==> config.mk <==
export PLATFORM = sky130hd
export DESIGN_NAME = alu_arbiter_flat
export DESIGN_NICKNAME = d
export VERILOG_FILES = /design/src/rtl/alu_arbiter_if.sv /design/src/rtl/alu_arbiter.sv /design/src/flat_wrapper.sv
export SDC_FILE = /design/constraint.sdc
export NUM_CORES = 1
export LEC_CHECK = 0
export CAP_MARGIN = 20
export CORE_ASPECT_RATIO = 0.5
export CORE_MARGIN = 4
export CORE_UTILIZATION = 26
export DETAILED_ROUTE_END_ITERATION = 8
export GPL_ROUTABILITY_DRIVEN = 0
export PLACE_DENSITY = 0.72
export SKIP_LAST_GASP = 1
export SLEW_MARGIN = 0
export SYNTH_ARGS = -nofsm -noshare
export SYNTH_HDL_FRONTEND = slang
export SYNTH_SLANG_ARGS = --single-unit
==> constraint.sdc <==
create_clock -name clk -period 2.1 [get_ports clk]
set_input_delay 0.63 -clock clk [delete_from_list [all_inputs] [get_ports clk]]
set_output_delay 0.63 -clock clk [all_outputs]
set_load 0.1 [all_outputs]
==> src/rtl/alu_arbiter_if.sv <==
// ---------------------------------------------------------------------------
// alu_arbiter_if
// Bundles every handshake and datapath signal around the two-requester ALU
// arbiter. The interface has three groups:
//   * request side  : req_valid/req_ready handshake plus per-requester
//                     operands (req_a, req_b), control (req_ctrl) and shift
//                     width select (req_warith)
//   * response side : rsp_valid/rsp_ready handshake plus rsp_id, rsp_result
//                     and rsp_flags {zero, overflow, sign}
//   * ALU side      : operands/control out to the shared combinational ALU
//                     (alu_a, alu_b, alu_ctrl, alu_warith) and its outputs
//                     back in (alu_result, alu_flags)
// Modports:
//   slave  - the arbiter itself
//   master - the environment (requesters, response consumer and the ALU)
// ---------------------------------------------------------------------------
interface alu_arbiter_if #(
  parameter int N = 64
);

  logic [1:0]     req_valid;
  logic [1:0]     req_ready;
  logic [2*N-1:0] req_a;
  logic [2*N-1:0] req_b;
  logic [7:0]     req_ctrl;
  logic [1:0]     req_warith;

  logic           rsp_valid;
  logic           rsp_ready;
  logic           rsp_id;
  logic [N-1:0]   rsp_result;
  logic [2:0]     rsp_flags;

  logic [N-1:0]   alu_a;
  logic [N-1:0]   alu_b;
  logic [3:0]     alu_ctrl;
  logic           alu_warith;
  logic [N-1:0]   alu_result;
  logic [2:0]     alu_flags;

  modport slave (
    input  req_valid, req_a, req_b, req_ctrl, req_warith,
    input  rsp_ready,
    input  alu_result, alu_flags,
    output req_ready,
    output rsp_valid, rsp_id, rsp_result, rsp_flags,
    output alu_a, alu_b, alu_ctrl, alu_warith
  );

  modport master (
    output req_valid, req_a, req_b, req_ctrl, req_warith,
    output rsp_ready,
    output alu_result, alu_flags,
    input  req_ready,
    input  rsp_valid, rsp_id, rsp_result, rsp_flags,
    input  alu_a, alu_b, alu_ctrl, alu_warith
  );

endinterface

==> src/rtl/alu_arbiter.sv <==
// ---------------------------------------------------------------------------
// alu_arbiter
// Shares one combinational ALU between two requesters. A request is accepted
// in IDLE, its operands are latched into operand registers that drive the ALU
// for one EXEC cycle, and the ALU outputs are captured into a response that
// is held in RESP until the consumer takes it. Under contention the grant
// alternates; a lone requester is granted on every IDLE visit.
// Ports:
//   clk    - single clock, all state updates on the rising edge
//   reset  - synchronous, active-high reset
//   bus_io - alu_arbiter_if.slave carrying request, response and ALU signals
// Parameter:
//   N      - datapath width of the shared ALU
// ---------------------------------------------------------------------------
module alu_arbiter #(
  parameter int N = 64
) (
  input logic          clk,
  input logic          reset,
  alu_arbiter_if.slave bus_io
);

  typedef enum logic [1:0] {
    IDLE = 2'd0,
    EXEC = 2'd1,
    RESP = 2'd2
  } state_t;

  state_t       state_q;
  logic         last_grant_q;
  logic         cur_id_q;
  logic [N-1:0] op_a_q;
  logic [N-1:0] op_b_q;
  logic [3:0]   op_ctrl_q;
  logic         op_warith_q;
  logic         rsp_valid_q;
  logic         rsp_id_q;
  logic [N-1:0] rsp_result_q;
  logic [2:0]   rsp_flags_q;

  logic         grant_d;
  logic         take_d;
  logic [1:0]   ready_d;

  // Grant selection: prefer the requester that did not win last time, fall
  // back to the other one. The ready is combinational so that a requester
  // dropping valid before the handshake simply never gets accepted, and it is
  // forced low while reset is high.
  always_comb begin
    grant_d = last_grant_q;
    if (bus_io.req_valid[~last_grant_q]) begin
      grant_d = ~last_grant_q;
    end
    take_d  = (state_q == IDLE) && (bus_io.req_valid != 2'b00) && !reset;
    ready_d = 2'b00;
    if (take_d) begin
      ready_d = grant_d ? 2'b10 : 2'b01;
    end
  end

  // Main FSM. Operand registers only change on a request handshake, so the
  // ALU inputs hold their last values while idle. The response registers only
  // change in EXEC, keeping them stable through RESP until accepted.
  always_ff @(posedge clk) begin
    if (reset) begin
      state_q      <= IDLE;
      last_grant_q <= 1'b1;
      cur_id_q     <= 1'b0;
      op_a_q       <= '0;
      op_b_q       <= '0;
      op_ctrl_q    <= 4'b0000;
      op_warith_q  <= 1'b0;
      rsp_valid_q  <= 1'b0;
      rsp_id_q     <= 1'b0;
      rsp_result_q <= '0;
      rsp_flags_q  <= 3'b000;
    end else begin
      case (state_q)
        IDLE: begin
          if (take_d) begin
            op_a_q       <= grant_d ? bus_io.req_a[2*N-1:N] : bus_io.req_a[N-1:0];
            op_b_q       <= grant_d ? bus_io.req_b[2*N-1:N] : bus_io.req_b[N-1:0];
            op_ctrl_q    <= grant_d ? bus_io.req_ctrl[7:4] : bus_io.req_ctrl[3:0];
            op_warith_q  <= bus_io.req_warith[grant_d];
            cur_id_q     <= grant_d;
            last_grant_q <= grant_d;
            state_q      <= EXEC;
          end
        end
        EXEC: begin
          rsp_result_q <= bus_io.alu_result;
          rsp_flags_q  <= bus_io.alu_flags;
          rsp_id_q     <= cur_id_q;
          rsp_valid_q  <= 1'b1;
          state_q      <= RESP;
        end
        RESP: begin
          if (bus_io.rsp_ready) begin
            rsp_valid_q <= 1'b0;
            state_q     <= IDLE;
          end
        end
        default: begin
          state_q <= IDLE;
        end
      endcase
    end
  end

  assign bus_io.req_ready  = ready_d;
  assign bus_io.rsp_valid  = rsp_valid_q;
  assign bus_io.rsp_id     = rsp_id_q;
  assign bus_io.rsp_result = rsp_result_q;
  assign bus_io.rsp_flags  = rsp_flags_q;
  assign bus_io.alu_a      = op_a_q;
  assign bus_io.alu_b      = op_b_q;
  assign bus_io.alu_ctrl   = op_ctrl_q;
  assign bus_io.alu_warith = op_warith_q;

endmodule
==> src/flat_wrapper.sv <==
// flat-port wrapper written by rule: the top's interface ports become plain ports
module alu_arbiter_flat 
#(
  parameter int N = 64
)
  (clk, reset, bus_io_req_valid, bus_io_req_a, bus_io_req_b, bus_io_req_ctrl, bus_io_req_warith, bus_io_rsp_ready, bus_io_alu_result, bus_io_alu_flags, bus_io_req_ready, bus_io_rsp_valid, bus_io_rsp_id, bus_io_rsp_result, bus_io_rsp_flags, bus_io_alu_a, bus_io_alu_b, bus_io_alu_ctrl, bus_io_alu_warith);
  alu_arbiter_if #(.N(N)) bus_io_i ();
  input logic clk;
  input logic reset;
  input wire logic [$bits(bus_io_i.req_valid)-1:0] bus_io_req_valid;
  input wire logic [$bits(bus_io_i.req_a)-1:0] bus_io_req_a;
  input wire logic [$bits(bus_io_i.req_b)-1:0] bus_io_req_b;
  input wire logic [$bits(bus_io_i.req_ctrl)-1:0] bus_io_req_ctrl;
  input wire logic [$bits(bus_io_i.req_warith)-1:0] bus_io_req_warith;
  input wire logic [$bits(bus_io_i.rsp_ready)-1:0] bus_io_rsp_ready;
  input wire logic [$bits(bus_io_i.alu_result)-1:0] bus_io_alu_result;
  input wire logic [$bits(bus_io_i.alu_flags)-1:0] bus_io_alu_flags;
  output wire logic [$bits(bus_io_i.req_ready)-1:0] bus_io_req_ready;
  output wire logic [$bits(bus_io_i.rsp_valid)-1:0] bus_io_rsp_valid;
  output wire logic [$bits(bus_io_i.rsp_id)-1:0] bus_io_rsp_id;
  output wire logic [$bits(bus_io_i.rsp_result)-1:0] bus_io_rsp_result;
  output wire logic [$bits(bus_io_i.rsp_flags)-1:0] bus_io_rsp_flags;
  output wire logic [$bits(bus_io_i.alu_a)-1:0] bus_io_alu_a;
  output wire logic [$bits(bus_io_i.alu_b)-1:0] bus_io_alu_b;
  output wire logic [$bits(bus_io_i.alu_ctrl)-1:0] bus_io_alu_ctrl;
  output wire logic [$bits(bus_io_i.alu_warith)-1:0] bus_io_alu_warith;
  assign bus_io_i.req_valid = bus_io_req_valid;
  assign bus_io_i.req_a = bus_io_req_a;
  assign bus_io_i.req_b = bus_io_req_b;
  assign bus_io_i.req_ctrl = bus_io_req_ctrl;
  assign bus_io_i.req_warith = bus_io_req_warith;
  assign bus_io_i.rsp_ready = bus_io_rsp_ready;
  assign bus_io_i.alu_result = bus_io_alu_result;
  assign bus_io_i.alu_flags = bus_io_alu_flags;
  assign bus_io_req_ready = bus_io_i.req_ready;
  assign bus_io_rsp_valid = bus_io_i.rsp_valid;
  assign bus_io_rsp_id = bus_io_i.rsp_id;
  assign bus_io_rsp_result = bus_io_i.rsp_result;
  assign bus_io_rsp_flags = bus_io_i.rsp_flags;
  assign bus_io_alu_a = bus_io_i.alu_a;
  assign bus_io_alu_b = bus_io_i.alu_b;
  assign bus_io_alu_ctrl = bus_io_i.alu_ctrl;
  assign bus_io_alu_warith = bus_io_i.alu_warith;
  alu_arbiter #(.N(N)) u_core (.clk(clk), .reset(reset), .bus_io(bus_io_i));
endmodule
==> flow_summary_export.csv <==
group,metric,value,unit
clock_network,htree_levels,1,
synth,netlist_area,8470,sq um
worst_hold_path,min_from,"u_core.cur_id_q$_SDFFE_PP0P_",
floorplan,die_h,136,microns
run,drv_cap,0,
sta,hold_viol_final,0,
place,dpl.cell_count,1878,
setup_path,worstSetupPathType,"register to primary output",
floorplan,boundaryPins,542,
setup_path,arrival,1550,ps
global_route,grt_util_met1,26.8,%
setup_path,r2r_slack,360,ps
route,ant_nets,0,
global_route,use_met3,5.12,%
synth,synth.area.top_cells,"dfxtp_1 (49%), a221o_1 (11%), a211oi_1 (8.5%)",
sta,period_minus_slack,2180,ps
power,vdd_drop_max,0.501,mV
clock_network,cts_tree,"done",
synth,synth_top_cell_area_share,48.7,%
route,detail_route.wl_per_cell,21.7,microns
global_route,grt_pass1_wl,60300,microns
synth,async_flop_share,0,%
synth,synth_common_cells,"dfxtp_1 (206), nand2_1 (137), a211oi_1 (96), a221o_1 (96), inv_1 (96)",
clock_network,cts_buffers,22,
sta,tns,-127,ps
floorplan,die_w,263,microns
clock_network,clkLatencyLatePin,520,ps
layout,drive_gt1_share,19.5,%
power,power_density,834,nW/um^2
sta,worst_slew_pin_slew,605,ps
sta,fin_skew,8.50,ps
run_status,violations,"setup timing",
layout,area_growth,103,%
setup_path,crit_fanout,3,
sta,fmax,459,MHz
sta,fin_crit_sh,104,%
clock_network,cts_root_buf,"clkbuf_16",
sta,setup_slack,-81.0,ps
route,drt_iter0_drc,712,
clock_network,numClockSinks,206,
synth,synthCells,977,
power,cellLeakagePower,6.29,nW
route,drt_pre_antenna_iters,5,
global_route,antenna_found_initial,3,
global_route,grt_pass1_vias,9444,
route,vias,9485,
clock_network,cts_max_path_buffers,3,
layout,final_core_util,54.1,%
sta,setup_viol,2,
sta,finalMaxSlewViolations,0,
setup_path,worstSetupStartpoint,"u_core.state_q[0]$_SDFFE_PP0P_",
layout,fin_nets,1811,
synth,yosys_warnings,0,
global_route,busiest_layer,"met2",
run_status,status,"finished, violations left",
global_route,track_usage,21.7,%
place,postPlaceCellArea,16500,sq um
synth,ys_types,29,
synth,ys_seq_area_share,48.7,%
layout,multi_input_area,3530,sq um
global_route,grt-ovfl-total,0,
setup_path,crit_required,1470,ps
clock_network,clk_pin_slew_worst_paths,70,ps
route,drcViolationCount,0,
layout,seqCellArea,4130,sq um
layout,final_cell_area,17200,sq um
synth,synth.most_common_cell,"dfxtp_1",
sta,slew_headroom,59.7,%
setup_path,end_kind,"primary output",
layout,stdcell_count,1922,
synth,synth_fp_nets,1315,
global_route,grt_use_met2,36.0,%
route,drt-total-wl,41700,microns
global_route,grt_max_degree,116,
route,vias_per_cell,4.93,
floorplan,coreArea,31900,sq um
floorplan,dieArea,35700,sq um
place,port_buffers,541,
layout,num-fill-cells,2723,
worst_hold_path,hold_path_class,"register to register",
setup_path,cp-start-kind,"register",
synth,synth_flop_cell,"dfxtp_1",
clock_network,ctsHoldBuffers,0,
synth,yosysTopAreaCell,"dfxtp_1",
floorplan,start_util,26.6,%
setup_path,r2r_start,"u_core.state_q[1]$_SDFFE_PP0P_",
floorplan,row_count,46,
synth,synth_seq_cells,206,
synth,synth.avg_cell_area,8.67,sq um
sta,grt_setup_unrepaired,"yes",
synth,synth_edf_count,0,
place,detailedPlace.worstSlack,-236,ps
place,dp_hpwl,30600,microns
-- repair_timing --
| action | 4_1_cts | 5_1_grt |
|---|---|---|
| endpoints found under the hold margin | 0 | 0 |
| setup endpoints to repair | 2 | 2 |
| pin swaps | 2 | 0 |
| buffers inserted | 3 | 0 |
| resized for setup | 3 | 0 |
-- routing by layer --
layer	wire, microns	part of all wire, %	vias up
met5	8	0.019	-
met4	2140	5.1	2
met3	2130	5.1	120
met2	20700	50	297
met1	16800	40	4525
li1	-	-	4541
-- logic make-up after synthesis --
logic type | after synthesis | share of synthesized area, %
AO/OA/AOI/OAI | 339 | 29.2
buffers and inverters | 206 | 10.1
flip-flops | 206 | 48.7
AND/OR/NAND/NOR | 226 | 12.1
-- placed cells by master, fill, tap and decap left out, types with 2 or more instances in the layout --
cell             instances
clkdlybuf4s50_1        334
buf_12                 219
dfxtp_1                205
nand2_1                137
inv_1                   96
a211oi_1                96
a221o_1                 96
a21oi_1                 70
nand4_1                 37
nand3_1                 37
a31oi_1                 37
o21ai_0                 32
buf_4                   26
clkbuf_16               23
o21ai_1                  6
clkbuf_1                 6
clkbuf_8                 5
diode_2                  2
nor3_1                   2
clkinv_2                 2
dlygate4sd2_1            2
-- where the power goes --
group          internal (mW)  switching [mW]  total (mW)
registers               4.25           0.367        4.62
logic                   2.22            3.48        5.70
clock network           2.32            1.75        4.06
total                   8.79            5.59        14.4
-- state kept, by name (all words and copies together), names as in the netlist --
| signal | cells |
|---|---|
| u_core.bus_io.alu_ctrl | 4 |
| u_core.bus_io.alu_warith | 1 |
| u_core.bus_io.rsp_id | 1 |
| u_core.bus_io.rsp_valid | 1 |
| u_core.bus_io.alu_a | 64 |
| u_core.bus_io.rsp_result | 64 |
| u_core.state_q | 2 |
| u_core.bus_io.alu_b | 64 |
| u_core.cur_id_q | 1 |
| u_core.bus_io.rsp_flags | 3 |
| u_core.last_grant_q | 1 |
-- final timing paths --
kind	to	depth (start not counted)
setup / recovery	bus_io_req_ready[0]	4
hold / removal	u_core.bus_io.rsp_id$_SDFFE_PP0P_	2
setup reg to reg	u_core.bus_io.alu_a[51]$_SDFFE_PP0P_	7
hold reg to reg	u_core.bus_io.rsp_id$_SDFFE_PP0P_	2
-- worst max-delay path, cell delays in order (launching register included) --
cell	delay, ps
dfxtp_2	330
nor3_4	190
buf_12	140
and3_4	200
buf_12	170
-- metrics by stage --
step                hold slack, ps  power [mW]
global route                   508        14.9
floorplan                      432        7.78
detailed placement             463        10.4
finish                         468        14.4
global placement               458        10.4
CTS                            468        14.5
-- final cells by class --
cell class	count	area share, %
Inverter	96	2.09
Tap cell	432	3.14
Clock buffer	34	3.87
Multi-Input combinational cell	565	20.5
Clock inverter	5	0.334
Timing Repair Buffer	582	46.1
Antenna cell	2	0.0290
Sequential cell	206	23.9
Power figures use the tool's default switching activity.
